<file path="config.mk">
export PLATFORM = sky130hd
export DESIGN_NAME = player_menu_ctrl
export DESIGN_NICKNAME = d
export VERILOG_FILES = /design/src/rtl/player_pkg.sv /design/src/rtl/btn_debounce.sv /design/src/rtl/player_menu_ctrl.sv
export SDC_FILE = /design/constraint.sdc
export NUM_CORES = 1
export LEC_CHECK = 0
export CAP_MARGIN = 20
export CORE_AREA = 2 2 113 115
export DETAILED_ROUTE_END_ITERATION = 7
export DIE_AREA = 0 0 115 117
export GPL_TIMING_DRIVEN = 0
export MAX_ROUTING_LAYER = met4
export PLACE_DENSITY_LB_ADDON = 0.05
export SYNTH_ARGS = -nofsm -noshare
export SYNTH_HDL_FRONTEND = slang
export SYNTH_SLANG_ARGS = --single-unit
</file>
<file path="constraint.sdc">
create_clock -name clk -period 2.75 [get_ports clk]
set_input_delay 0.6875 -clock clk [delete_from_list [all_inputs] [get_ports clk]]
set_output_delay 0.6875 -clock clk [all_outputs]
set_load 0.02 [all_outputs]
</file>
<file path="src/rtl/player_pkg.sv">
// Shared definitions for the menu controller, the seven-segment display driver and the song player.
// Mode and speed codes here are the values those blocks decode.
package player_pkg;

    localparam logic [2:0] MODE_IDLE = 3'b000;
    localparam logic [2:0] MODE_FREE = 3'b001;
    localparam logic [2:0] MODE_AUTO = 3'b010;

    localparam logic [1:0] SPEED_LOW  = 2'b00;
    localparam logic [1:0] SPEED_MID  = 2'b01;
    localparam logic [1:0] SPEED_HIGH = 2'b10;

    // Bit positions of the front-panel buttons in the debouncer bank
    localparam int NUM_BTNS    = 5;
    localparam int BTN_MODE    = 0;
    localparam int BTN_UP      = 1;
    localparam int BTN_DOWN    = 2;
    localparam int BTN_SPEED   = 3;
    localparam int BTN_CONFIRM = 4;

    typedef enum logic [1:0] {
        ST_IDLE    = 2'd0,
        ST_FREE    = 2'd1,
        ST_SELECT  = 2'd2,
        ST_PLAYING = 2'd3
    } state_t;

    // Speed rotates low -> mid -> high -> low; the unused code falls back to low
    function automatic logic [1:0] next_speed(input logic [1:0] speed);
        case (speed)
            SPEED_LOW: next_speed = SPEED_MID;
            SPEED_MID: next_speed = SPEED_HIGH;
            default:   next_speed = SPEED_LOW;
        endcase
    endfunction

endpackage

</file>
<file path="src/rtl/btn_debounce.sv">
// Single-button debouncer: two-flop synchronizer, stability counter, and a one-cycle
// press pulse on each accepted 0->1 transition of the stable level.
module btn_debounce #(
    parameter int DEBOUNCE_CYCLES = 2000000
) (
    input  logic clk,
    input  logic reset,
    input  logic btn_raw,
    output logic press_pulse
);

    localparam int CW = (DEBOUNCE_CYCLES > 1) ? $clog2(DEBOUNCE_CYCLES) : 1;
    localparam logic [CW-1:0] CNT_MAX = CW'(DEBOUNCE_CYCLES - 1);

    logic          sync1_q, sync1_d;
    logic          sync2_q, sync2_d;
    logic          stable_q, stable_d;
    logic          pulse_q, pulse_d;
    logic [CW-1:0] cnt_q, cnt_d;

    // The counter only runs while the synchronized input disagrees with the stable level,
    // so any glitch shorter than DEBOUNCE_CYCLES restarts it from zero.
    always_comb begin
        sync1_d  = btn_raw;
        sync2_d  = sync1_q;
        stable_d = stable_q;
        cnt_d    = '0;
        pulse_d  = 1'b0;
        if (sync2_q != stable_q) begin
            if (cnt_q == CNT_MAX) begin
                stable_d = sync2_q;
                pulse_d  = sync2_q;
            end else begin
                cnt_d = cnt_q + CW'(1);
            end
        end
    end

    always_ff @(posedge clk) begin
        if (reset) begin
            sync1_q  <= 1'b0;
            sync2_q  <= 1'b0;
            stable_q <= 1'b0;
            pulse_q  <= 1'b0;
            cnt_q    <= '0;
        end else begin
            sync1_q  <= sync1_d;
            sync2_q  <= sync2_d;
            stable_q <= stable_d;
            pulse_q  <= pulse_d;
            cnt_q    <= cnt_d;
        end
    end

    assign press_pulse = pulse_q;

endmodule

</file>
<file path="src/rtl/player_menu_ctrl.sv">
// Front-panel control stage: debounces the five buttons and runs the idle / free play /
// auto-play select / auto-playing FSM that drives the display and the song player.
module player_menu_ctrl
    import player_pkg::*;
#(
    parameter int DEBOUNCE_CYCLES = 2000000,
    parameter int NUM_SONGS       = 3
) (
    input  logic       clk,
    input  logic       reset,
    input  logic       btn_mode,
    input  logic       btn_up,
    input  logic       btn_down,
    input  logic       btn_speed,
    input  logic       btn_confirm,
    input  logic       play_done,
    output logic [2:0] mode,
    output logic [3:0] song_num,
    output logic [1:0] num_speed,
    output logic       playing,
    output logic       play_start,
    output logic       play_abort
);

    localparam logic [3:0] LAST_SONG = 4'(NUM_SONGS);

    logic [NUM_BTNS-1:0] btn_raw;
    logic [NUM_BTNS-1:0] press;

    state_t     state_q, state_d;
    logic [3:0] song_q, song_d;
    logic [1:0] speed_q, speed_d;
    logic       start_q, start_d;
    logic       abort_q, abort_d;

    always_comb begin
        btn_raw              = '0;
        btn_raw[BTN_MODE]    = btn_mode;
        btn_raw[BTN_UP]      = btn_up;
        btn_raw[BTN_DOWN]    = btn_down;
        btn_raw[BTN_SPEED]   = btn_speed;
        btn_raw[BTN_CONFIRM] = btn_confirm;
    end

    generate
        for (genvar gi = 0; gi < NUM_BTNS; gi++) begin : g_debounce
            btn_debounce #(
                .DEBOUNCE_CYCLES(DEBOUNCE_CYCLES)
            ) u_debounce (
                .clk        (clk),
                .reset      (reset),
                .btn_raw    (btn_raw[gi]),
                .press_pulse(press[gi])
            );
        end
    endgenerate

    always_ff @(posedge clk) begin
        if (reset) begin
            state_q <= ST_IDLE;
            song_q  <= 4'd1;
            speed_q <= SPEED_MID;
            start_q <= 1'b0;
            abort_q <= 1'b0;
        end else begin
            state_q <= state_d;
            song_q  <= song_d;
            speed_q <= speed_d;
            start_q <= start_d;
            abort_q <= abort_d;
        end
    end

    // Mode press outranks play_done, which outranks confirm, which outranks song/speed edits.
    always_comb begin
        state_d = state_q;
        song_d  = song_q;
        speed_d = speed_q;
        start_d = 1'b0;
        abort_d = 1'b0;
        if (press[BTN_MODE]) begin
            case (state_q)
                ST_IDLE:   state_d = ST_FREE;
                ST_FREE:   state_d = ST_SELECT;
                ST_SELECT: state_d = ST_IDLE;
                default: begin
                    state_d = ST_IDLE;
                    abort_d = !play_done;
                end
            endcase
        end else if (state_q == ST_PLAYING) begin
            if (play_done) begin
                state_d = ST_SELECT;
            end
        end else if (state_q == ST_SELECT) begin
            if (press[BTN_CONFIRM]) begin
                state_d = ST_PLAYING;
                start_d = 1'b1;
            end else begin
                if (press[BTN_UP] && !press[BTN_DOWN]) begin
                    song_d = (song_q >= LAST_SONG) ? 4'd1 : song_q + 4'd1;
                end else if (press[BTN_DOWN] && !press[BTN_UP]) begin
                    song_d = (song_q <= 4'd1) ? LAST_SONG : song_q - 4'd1;
                end
                if (press[BTN_SPEED]) begin
                    speed_d = next_speed(speed_q);
                end
            end
        end
    end

    always_comb begin
        mode    = MODE_IDLE;
        playing = 1'b0;
        case (state_q)
            ST_FREE:    mode = MODE_FREE;
            ST_SELECT:  mode = MODE_AUTO;
            ST_PLAYING: begin
                mode    = MODE_AUTO;
                playing = 1'b1;
            end
            default:    mode = MODE_IDLE;
        endcase
    end

    assign song_num   = song_q;
    assign num_speed  = speed_q;
    assign play_start = start_q;
    assign play_abort = abort_q;

endmodule

</file>
==> reports/results.txt, run 1 <==
Crit path max-delay family = buffers and inverters
Final setup fails = 0
Hold depth = 1
Worst-margin pin slew = 0.913 ns
Chip height = 117 µm
Final core utilization = 56.6%
Synth Cell Area = 6010 µm²
Syn. warnings = 0
Clk slew on worst S/H paths = 0.06 ns
Vias in the first global route = 4517
CTS max path bufs = 2
EDFF count, synth = 0
Part of the cycle the worst path needs = 88.7%
Clk_lat worst skew = 0.42 ns
Critical R2R Capture = g_debounce[1].u_debounce.cnt_q[18]$_SDFF_PP0_
Syn_nets = 707
Antenna fix cells = 0
Hold buffer count at CTS = 0
Fin. max-slew vios = 0
R2r startpoint = g_debounce[1].u_debounce.cnt_q[0]$_SDFF_PP0_
Port buffer count = 18
Sequential share of power = 45.4%
Endpoint, Worst Hold = g_debounce[2].u_debounce.sync2_q$_SDFF_PP0_
Worst vdd ir = 0.380 mV
Die width = 115 µm
CP max stage delay = 0.66 ns
Startpoint Class = flip-flop
R2R Setup Slk = 0.59 ns
CTS Buf Count = 17
Post-DP HPWL = 8110 µm
Via count = 4918
Largest net degree at the start of global routing = 17
Post-CTS setup buffer count = 0
RSZ-0062 raised after global routing = false
Clock power frac = 53.3%
Root buffer cell = clkbuf_16
Post-Route WL = 11900 µm
Post-DR wirelength/cell = 13.4 µm
Tmin final = 2.44 ns
Htree depth = 4
Commonest non-fill, non-tap cell in the layout = dfxtp_1
Clock sinks = 135
Worst Path Buf+Inv = 1
Total iterations of the first detailed-routing run = 4
Sequential element share of the synthesized area = 45.0%
Initial antenna violation count = 0
Fmax = 410 MHz
Most common flop cell mapped by yosys = dfxtp_1
Fin Setup TNS = 0 ns
Yosys reg bits = 135
GP Congestion = 0.863
Crit-path slowest cell = clkdlybuf4s50_1
Final Hold Fails = 0
Row Count = 41
Leak = 2.16 nW
Min-delay src = g_debounce[2].u_debounce.sync1_q$_SDFF_PP0_
Worst r2r path cells = 6
Initial detailed-routing violation count = 355
Hold crit path type = flip-flop to flip-flop
Crit-path max FO = 6
Data required, critical path = 2.06 ns
Fin nets = 744
Max cap viols = 0
Pint = 0.00348 W
Critical path class = flip-flop to primary output
Status = finished clean
Layout cell share with drive strength beyond 1 = 7.30%
Ys async rst share = 0%
Switching Power = 0.000859 W
Die area = 13500 µm²
Io pins = 20
Synthesized instance count = 690
Initial Util = 48.8%
Vias per cell = 5.53
Remaining DRCs = 0
Routed Antenna Nets = 0
PwrDens = 622 nW/µm²
Fillers = 1117
CP arrival = 1.75 ns
First-pass GRT wire length = 20300 µm
Most frequent cells in the layout = 135 x dfxtp_1, 82 x nor2_1, 46 x a21oi_1, 38 x xor2_1, 36 x nand3_1
Layout area overhead = 16.1%
All-Layer GR Usage = 19.5%
Logic pwr share = 1.3%
Sw Ratio = 19.8%
Post-route clock skew = 0.00859 ns
Setup crit end kind = primary output
Relative slew slack = 38.3%
Library cells used by synthesis = 49
# resized after CTS = 0
GRT overflow = 0
CP Cell Sequence = nor2b_1 > clkdlybuf4s50_1
Core ar. = 12300 µm²
Mapped Avg Cell Area = 8.70 µm²
Crit path launch = state_q[0]$_SDFFE_PP0P_
CTS tree = built
layout make-up:
cell class | instances | area, µm² | area share [%]
buffer | 30 | 130 | 1.87
sequential | 135 | 2700 | 38.8
timing repair buffer | 18 | 180 | 2.58
clock inverter | 9 | 123 | 1.76
inverter | 22 | 82.6 | 1.18
multi-input combinational | 503 | 3090 | 44.3
clock buffer | 23 | 478 | 6.85
tap | 150 | 188 | 2.69
flip-flops by register name (all words and copies together), names as in the netlist:
signal / count
song_num: 4
g_debounce.u_debounce.sync2_q: 5
num_speed: 2
g_debounce.u_debounce.sync1_q: 5
state_q: 2
g_debounce.u_debounce.stable_q: 5
g_debounce.u_debounce.cnt_q: 105
g_debounce.u_debounce.press_pulse: 5
play_start: 1
play_abort: 1
through the flow:
stage	instance area, µm²	hold slack, ns	total power, W	std cells	worst slack [ns]
detailed placement	6370	0.425	0.00207	858	0.318
finish	6970	0.429	0.00434	890	0.311
floorplan	6010	0.413	0.00204	690	0.760
global placement	6370	0.419	0.00207	858	0.254
CTS	6970	0.436	0.00438	890	0.297
global route	6970	0.451	0.00449	890	0.225
how the worst max path moves through the flow:
stage | to | slack (ns) | cells after the start
floorplan | g_debounce[1].u_debounce.cnt_q[18]$_SDFF_PP0_ | 0.76 | 6
global placement | g_debounce[1].u_debounce.stable_q$_SDFFE_PP0P_ | 0.25 | 4
detailed placement | g_debounce[1].u_debounce.stable_q$_SDFFE_PP0P_ | 0.32 | 4
CTS | mode[0] | 0.30 | 2
global route | mode[0] | 0.23 | 2
finish | mode[0] | 0.31 | 2
worst register-to-register path: stages, from the launching register on:
cell and delay (ns):
dfxtp_1 0.39, ha_1 0.29, nand2_1 0.13, or4_1 0.50, buf_2 0.18, or4_1 0.47
a21oi_1 0.14
logic make-up after synthesis:
logic type	share of synthesized area [%]
simple gates	30.4
flops	45.0
compound gates	9.67
xor+xnor	9.33
buf+inv	3.54
fa+ha+maj	1.88
other cells	0.0624
mux	0.167
layer usage:
layer  track usage, %  wire length (µm)  vias to the layer above
met5                -                 0                        -
met3             6.13               385                       18
met1             23.9              5830                     2298
li1                 -                 -                     2532
met4             7.71               181                        0
met2             30.0              5510                       70
cells in the mapped netlist (4+ instances only):
| library cell | number | share of area, % |
|---|---|---|
| o31ai_1 | 14 | 1.7 |
| and2_1 | 8 | 0.83 |
| a21oi_1 | 46 | 3.8 |
| nor3_1 | 17 | 1.4 |
| and3_1 | 8 | 0.83 |
| clkbuf_1 | 22 | 1.4 |
| ha_1 | 9 | 1.9 |
| and4_1 | 11 | 1.6 |
| o21ai_0 | 31 | 2.6 |
| inv_1 | 22 | 1.4 |
| nor4_1 | 7 | 0.73 |
| nor2_1 | 82 | 5.1 |
| or4b_2 | 4 | 0.67 |
| or3_1 | 31 | 3.2 |
| xor2_1 | 38 | 5.5 |
| nor4b_1 | 5 | 0.73 |
| nand3_1 | 36 | 3.0 |
| nor2b_1 | 12 | 1.2 |
| dfxtp_1 | 135 | 45 |
| buf_2 | 5 | 0.42 |
| xnor2_1 | 26 | 3.8 |
| nand4_1 | 28 | 2.9 |
| or4_1 | 19 | 2.4 |
| nand2_1 | 34 | 2.1 |
power by group through the flow:
stage	clock network (W)	registers [W]	logic [W]
floorplan	0	0.00201	0.0000333
global placement	0	0.00201	0.0000556
detailed placement	0	0.00201	0.0000560
CTS	0.00236	0.00197	0.0000563
global route	0.00245	0.00197	0.0000615
finish	0.00231	0.00197	0.0000553
No activity file was read; power rests on OpenSTA's default activity.
==> inputs of run 2 (changes only) <==
- CORE_AREA: 2 2 113 115 -> 2 2 120 111
- DIE_AREA: 0 0 115 117 -> 0 0 122 113
- SYNTH_HIERARCHICAL: default -> 1
==> run 2 against run 1 <==
Net effect: core utilization is 1.0 points higher; clock power hardly changed; routed wire length hardly changed; total power up 0.64%; sequential cell count is the same; global-route usage rose by 0.11 points; critical endpoint is now playing; largest cell class unchanged; largest power group unchanged; highest routed layer unchanged.
==> reports/results.txt, run 2 <==
Critical path class = flip-flop to primary output
Total iterations of the first detailed-routing run = 4 (unchanged)
CP arrival = 1.68 ns (-0.07 ns)
Antenna fix cells = 0 (unchanged)
Yosys reg bits = 135 (unchanged)
Via count = 4940 (+0.45%)
Commonest non-fill, non-tap cell in the layout = dfxtp_1
Clock sinks = 135 (unchanged)
Total power = 0.00436 W (+0.64%)
Vias per cell = 5.40 (-2.3%)
Layout cell share with drive strength beyond 1 = 14.9% (+7.6 points)
Hold crit path type = flip-flop to flip-flop
Final Hold Fails = 0 (unchanged)
EDFF count, synth = 0 (unchanged)
Remaining DRCs = 0 (unchanged)
Fmax = 423 MHz (+3.2%)
Die area = 13800 µm² (+2.5%)
Most common cell in the netlist = dfxtp_1
Initial antenna violation count = 0 (unchanged)
Syn. warnings = 6 (+6)
Post-DR wirelength/cell = 13.0 µm (-2.8%)
RSZ-0062 raised after global routing = false
Initial detailed-routing violation count = 228 (-36%)
Synth top area share = 43.9% (-1.1 points)
Worst-margin pin slew = 0.628 ns (-0.285 ns)
Vias in the first global route = 4611 (+2.1%)
Hold depth = 1 (unchanged)
Part of the cycle the worst path needs = 85.9% (-2.7 points)
Library cells used by synthesis = 50 (+2.0%)
CTS Buf Count = 17 (unchanged)
R2r startpoint = g_debounce[2].u_debounce/cnt_q[0]$_SDFF_PP0_
Critical R2R Capture = g_debounce[2].u_debounce/cnt_q[16]$_SDFF_PP0_
Sw Ratio = 19.2% (-0.58 points)
Min-delay src = g_debounce[0].u_debounce/sync1_q$_SDFF_PP0_
Routed Antenna Nets = 0 (unchanged)
R2R Setup Slk = 0.55 ns (-0.04 ns)
Sequential share of power = 45.2% (-0.2 points)
Port buffer count = 18 (unchanged)
Synthesized instance count = 700 (+1.4%)
Final setup fails = 0 (unchanged)
Clock power frac = 53.6% (+0.3 points)
Synth Cell Area = 6150 µm² (+2.5%)
Row Count = 39 (-4.9%)
Final Non-Filler Cells = 915 (+2.8%)
Tmin final = 2.36 ns (-0.0749 ns)
First-pass GRT wire length = 21100 µm (+4.1%)
Cell taking the most area after synthesis = dfxtp_1
Syn_nets = 717 (+1.4%)
Post-Route WL = 11900 µm (about the same)
PwrDens = 608 nW/µm² (-2.2%)
Largest net degree at the start of global routing = 28 (+11)
Relative slew slack = 57.8% (+19 points)
Mapped Avg Cell Area = 8.79 µm² (+1.0%)
Io pins = 20 (unchanged)
Chip height = 113 µm (-3.4%)
Most common flop cell mapped by yosys = dfxtp_1
Clk_lat worst skew = 0.42 ns (about the same)
Sequential element share of the synthesized area = 43.9% (-1.1 points)
Die width = 122 µm (+6.1%)
Largest reg by FF count = g_debounce.u_debounce/cnt_q
Max cap viols = 0 (unchanged)
Logic pwr share = 1.2% (about the same)
GP Congestion = 0.812 (-6.0%)
Worst r2r path cells = 6 (unchanged)
Largest register FFs = 105 (unchanged)
Post-DP HPWL = 8210 µm (+1.3%)
Placed Cells = 882 (+2.8%)
Fin. max-slew vios = 0 (unchanged)
Clk slew on worst S/H paths = 0.06 ns (about the same)
Ranking of synthesized cells by area = dfxtp_1 44%, xnor2_1 5.7%, nor2_1 5.5%, a21oi_1 3.7%, nand3_1 3.7%
Core ar. = 12400 µm² (+1.1%)
Status = finished clean
Layout area overhead = 16.5%
Startpoint Class = flip-flop
Root buffer cell = clkbuf_16
All-Layer GR Usage = 19.6% (+0.11 points)
Pint = 0.00352 W (+1.4%)
Data required, critical path = 2.06 ns (about the same)
Setup crit end kind = primary output
# resized after CTS = 0 (unchanged)
Post-CTS setup buffer count = 0 (unchanged)
Ys async rst share = 0% (unchanged)
Most frequent cells in the layout = 135 x dfxtp_1, 91 x nor2_1, 46 x a21oi_1, 45 x nand3_1, 44 x nand2_1
Fillers = 1144 (+2.4%)
Htree depth = 4 (unchanged)
Endpoint, Worst Hold = g_debounce[0].u_debounce/sync2_q$_SDFF_PP0_
Crit-path max FO = 8 (+2)
Post-route clock skew = 0.00877 ns (+0.000180 ns)
Worst vdd ir = 0.496 mV (+31%)
Fin nets = 755 (+1.5%)
GRT overflow = 0 (unchanged)
Switching Power = 0.000839 W (-2.3%)
Initial Util = 49.5% (+0.68 points)
CTS tree = built
Top post-synthesis cells by count = 135 x dfxtp_1, 91 x nor2_1, 46 x a21oi_1, 45 x nand3_1, 44 x nand2_1
Leak = 2.18 nW (+0.73%)
Hold buffer count at CTS = 0 (unchanged)
CTS max path bufs = 2 (unchanged)
run 2: changes by cell type in the layout (fill, tap and decap cells not counted), moves of 14 or more:
cell	before	now
buf_2	5	21
xor2_1	38	20
nand4_1	28	5
clkbuf_1	25	7
xnor2_1	26	40
or3_1	31	10
run 2: cells by family after synthesis:
family	Yosys count	share of synthesized area, %
XOR/XNOR	60	8.54
adder cells (fa/ha/maj)	9	1.83
AND/OR/NAND/NOR	334	31.6
flip-flops	135	43.9
buffers and inverters	51	3.60
AO/OA/AOI/OAI	110	10.4
other	1	0.0609
run 2: layout make-up:
cell class	instances	area, µm²	area share [%]
Multi-Input combinational cell	514	3230	45.0
Clock buffer	23	498	6.94
Tap cell	164	205	2.86
Clock inverter	9	120	1.67
Timing Repair Buffer	19	195	2.72
Buffer	28	135	1.88
Inverter	23	86.3	1.20
Sequential cell	135	2700	37.7
run 2: critical path, cell delays in order, from the launching register on:
cell and delay [ns]:
dfxtp_1 0.45, and2_2 0.21, clkdlybuf4s50_1 0.60
run 2: metal layers:
metal,GRT usage (%),routed length (µm),vias up
met2,29.6,5500,47
met4,7.51,133,0
met5,-,0,-
met1,24.7,5920,2316
li1,-,-,2565
met3,5.80,338,12
run 2: metrics by stage:
| step | util, % | setup slack (ns) | instance area (µm²) | setup TNS (ns) | hold slack [ns] |
|---|---|---|---|---|---|
| floorplan | - | 0.813 | 6150 | 0 | 0.414 |
| global placement | 52.6 | -0.00224 | 6540 | -0.00224 | 0.419 |
| detailed placement | 52.6 | 0.00556 | 6540 | 0 | 0.427 |
| CTS | 57.5 | 0.356 | 7160 | 0 | 0.446 |
| global route | 57.6 | 0.283 | 7170 | 0 | 0.471 |
| finish | 57.6 | 0.386 | 7170 | 0 | 0.443 |
run 2: power groups by stage:
stage | logic (W) | clock network [W] | registers [W]
floorplan | 0.0000265 | 0 | 0.00201
global placement | 0.0000498 | 0 | 0.00201
detailed placement | 0.0000512 | 0 | 0.00201
CTS | 0.0000517 | 0.00239 | 0.00197
global route | 0.0000588 | 0.00250 | 0.00197
finish | 0.0000528 | 0.00234 | 0.00197
run 2: how the worst max path moves through the flow:
stage                                                         end                                         start  slack [ns]
global route                                              playing                       state_q[1]$_SDFFE_PP0P_        0.28
finish                                                    playing                       state_q[1]$_SDFFE_PP0P_        0.39
floorplan           g_debounce[0].u_debounce/cnt_q[18]$_SDFF_PP0_  g_debounce[0].u_debounce/cnt_q[0]$_SDFF_PP0_        0.81
CTS                                                       playing                       state_q[1]$_SDFFE_PP0P_        0.36
global placement                            play_start$_SDFF_PP0_                                         reset      -0.002
detailed placement                          play_start$_SDFF_PP0_                                         reset       0.006
==> inputs of run 3 (changes only) <==
- SLEW_MARGIN: default -> 20
==> run 3 against run 2 <==
Net effect: core utilization down 0.16 points; design area shrank 0.28%; clock skew about the same; sequential cell count is the same; fmax about the same; routed wire length decreased by 0.29%; hold slack worse by 0.0017 ns; final cell count fell by 0.11%; combinational power shrank 6.1%; via count shrank 0.18%; non-clock buffer count shrank 1.
==> reports/results.txt, run 3 (same netlist as run 2, synthesis figures left out) <==
Initial detailed-routing violation count = 223 (-2.2%)
CTS Buf Count = 17 (unchanged)
Critical R2R Capture = g_debounce[2].u_debounce/cnt_q[16]$_SDFF_PP0_
Fin Setup TNS = 0 ns (unchanged)
Die width = 122 µm (unchanged)
All-Layer GR Usage = 19.6% (unchanged)
Post-route clock skew = 0.00926 ns (+0.000493 ns)
# resized after CTS = 0 (unchanged)
Worst r2r path cells = 6 (unchanged)
Chip height = 113 µm (unchanged)
Hold crit path type = flip-flop to flip-flop
Layout cell share with drive strength beyond 1 = 14.9% (+0.020 points)
Clk_lat worst skew = 0.42 ns (about the same)
GRT overflow = 0 (unchanged)
Hold buffer count at CTS = 0 (unchanged)
Vias per cell = 5.39 (about the same)
Routing usage on met2 = 29.6% (unchanged)
Fillers = 1147 (+0.26%)
R2r startpoint = g_debounce[2].u_debounce/cnt_q[0]$_SDFF_PP0_
Largest reg by FF count = g_debounce.u_debounce/cnt_q
Finished Cell Area = 7150 µm² (-0.28%)
Startpoint Class = flip-flop
GP Congestion = 0.812 (unchanged)
Final setup fails = 0 (unchanged)
CTS max path bufs = 2 (unchanged)
Most frequent cells in the layout = 135 x dfxtp_1, 91 x nor2_1, 46 x a21oi_1, 45 x nand3_1, 44 x nand2_1
Crit path launch = state_q[1]$_SDFFE_PP0P_
Commonest non-fill, non-tap cell in the layout = dfxtp_1
Root buffer cell = clkbuf_16
Total iterations of the first detailed-routing run = 4 (unchanged)
Routed Antenna Nets = 0 (unchanged)
Die area = 13800 µm² (unchanged)
Remaining DRCs = 0 (unchanged)
Met3 Usage GRT = 5.80% (unchanged)
PwrDens = 609 nW/µm² (+0.16%)
Htree depth = 4 (unchanged)
First-pass GRT wire length = 21100 µm (unchanged)
Leak = 2.17 nW (-0.34%)
Clock sinks = 135 (unchanged)
Fin. max-slew vios = 0 (unchanged)
Largest net degree at the start of global routing = 28 (unchanged)
Initial Util = 49.5% (unchanged)
Final Hold Fails = 0 (unchanged)
Port buffer count = 18 (unchanged)
CTS tree = built
Post-DP HPWL = 8210 µm (unchanged)
Post-CTS setup buffer count = 0 (unchanged)
Vias in the first global route = 4611 (unchanged)
Final Non-Filler Cells = 914 (-0.11%)
Setup crit end kind = primary output
R2R Setup Slk = 0.55 ns (about the same)
Placed Cells = 882 (unchanged)
Antenna fix cells = 0 (unchanged)
Fin nets = 754 (-0.13%)
DP Area = 6540 µm² (unchanged)
Part of the cycle the worst path needs = 86.0% (about the same)
Status = finished clean
Setup crit end = playing
GR peak layer = met2
Largest register FFs = 105 (unchanged)
Grt met1 use = 24.7% (unchanged)
Post-Place Worst Slack = 0.00556 ns (unchanged)
Relative slew slack = 57.7% (about the same)
Max cap viols = 0 (unchanged)
Layout area overhead = 16.2%
Io pins = 20 (unchanged)
Clk slew on worst S/H paths = 0.06 ns (about the same)
Data required, critical path = 2.06 ns (about the same)
RSZ-0062 raised after global routing = false
Via count = 4931 (-0.18%)
Crit-path max FO = 8 (unchanged)
Worst-margin pin slew = 0.628 ns (+0.000103 ns)
Setup ws final = 0.384 ns (-0.00232 ns)
Post-DR wirelength/cell = 13.0 µm (-0.18%)
Row Count = 39 (unchanged)
Initial antenna violation count = 0 (unchanged)
Critical path class = flip-flop to primary output
Core ar. = 12400 µm² (unchanged)
Tmin final = 2.37 ns (+0.00232 ns)
Worst vdd ir = 0.495 mV (-0.20%)
CP arrival = 1.68 ns (about the same)
Fmax = 423 MHz (about the same)
Post-Route WL = 11900 µm (-0.29%)
==> run 3: worst min-delay path by stage <==
stage | startpoint | endpoint | slack (ns) | depth (start not counted)
2_1_floorplan | g_debounce[0].u_debounce/sync1_q$_SDFF_PP0_ | g_debounce[0].u_debounce/sync2_q$_SDFF_PP0_ | 0.41 | 1
3_3_place_gp | g_debounce[0].u_debounce/sync1_q$_SDFF_PP0_ | g_debounce[0].u_debounce/sync2_q$_SDFF_PP0_ | 0.42 | 1
3_5_place_dp | g_debounce[0].u_debounce/sync1_q$_SDFF_PP0_ | g_debounce[0].u_debounce/sync2_q$_SDFF_PP0_ | 0.43 | 1
4_1_cts | g_debounce[0].u_debounce/sync1_q$_SDFF_PP0_ | g_debounce[0].u_debounce/sync2_q$_SDFF_PP0_ | 0.45 | 1
5_1_grt | g_debounce[3].u_debounce/sync1_q$_SDFF_PP0_ | g_debounce[3].u_debounce/sync2_q$_SDFF_PP0_ | 0.47 | 1
6_report | g_debounce[0].u_debounce/sync1_q$_SDFF_PP0_ | g_debounce[0].u_debounce/sync2_q$_SDFF_PP0_ | 0.44 | 1
==> run 3: where the power goes <==
part	internal [W]	leakage (nW)	switching (W)
Combinational	0.0000204	0.769	0.0000292
Sequential	0.00197	1.09	0.00000636
Clock	0.00154	0.312	0.000801
==> run 3: layer usage <==
layer  part of all wire, %  wire, µm
met4                   1.1       133
met3                   3.0       352
met2                    46      5480
met1                    50      5900
met5                     0         0
==> run 3: cell type report <==
cell class                 count  area, µm²  share of cell area (%)
multi-input combinational    514       3230                    45.2
sequential                   135       2700                    37.8
clock buffer                  23        498                    6.96
tap                          164        205                    2.87
timing repair buffer          18        175                    2.45
buffer                        28        135                    1.89
clock inverter                 9        120                    1.68
inverter                      23       86.3                    1.21
==> run 3: critical path, cell delays in order, from the launching register on <==
cell and delay [ns]:
dfxtp_1 0.45, and2_2 0.21, clkdlybuf4s50_1 0.60
==> run 3: stage by stage <==
step | power (W) | hold WS (ns) | util, %
floorplan | 0.00204 | 0.414 | -
global placement | 0.00206 | 0.419 | 52.6
detailed placement | 0.00207 | 0.427 | 52.6
CTS | 0.00442 | 0.446 | 57.5
global route | 0.00453 | 0.471 | 57.5
finish | 0.00436 | 0.442 | 57.5
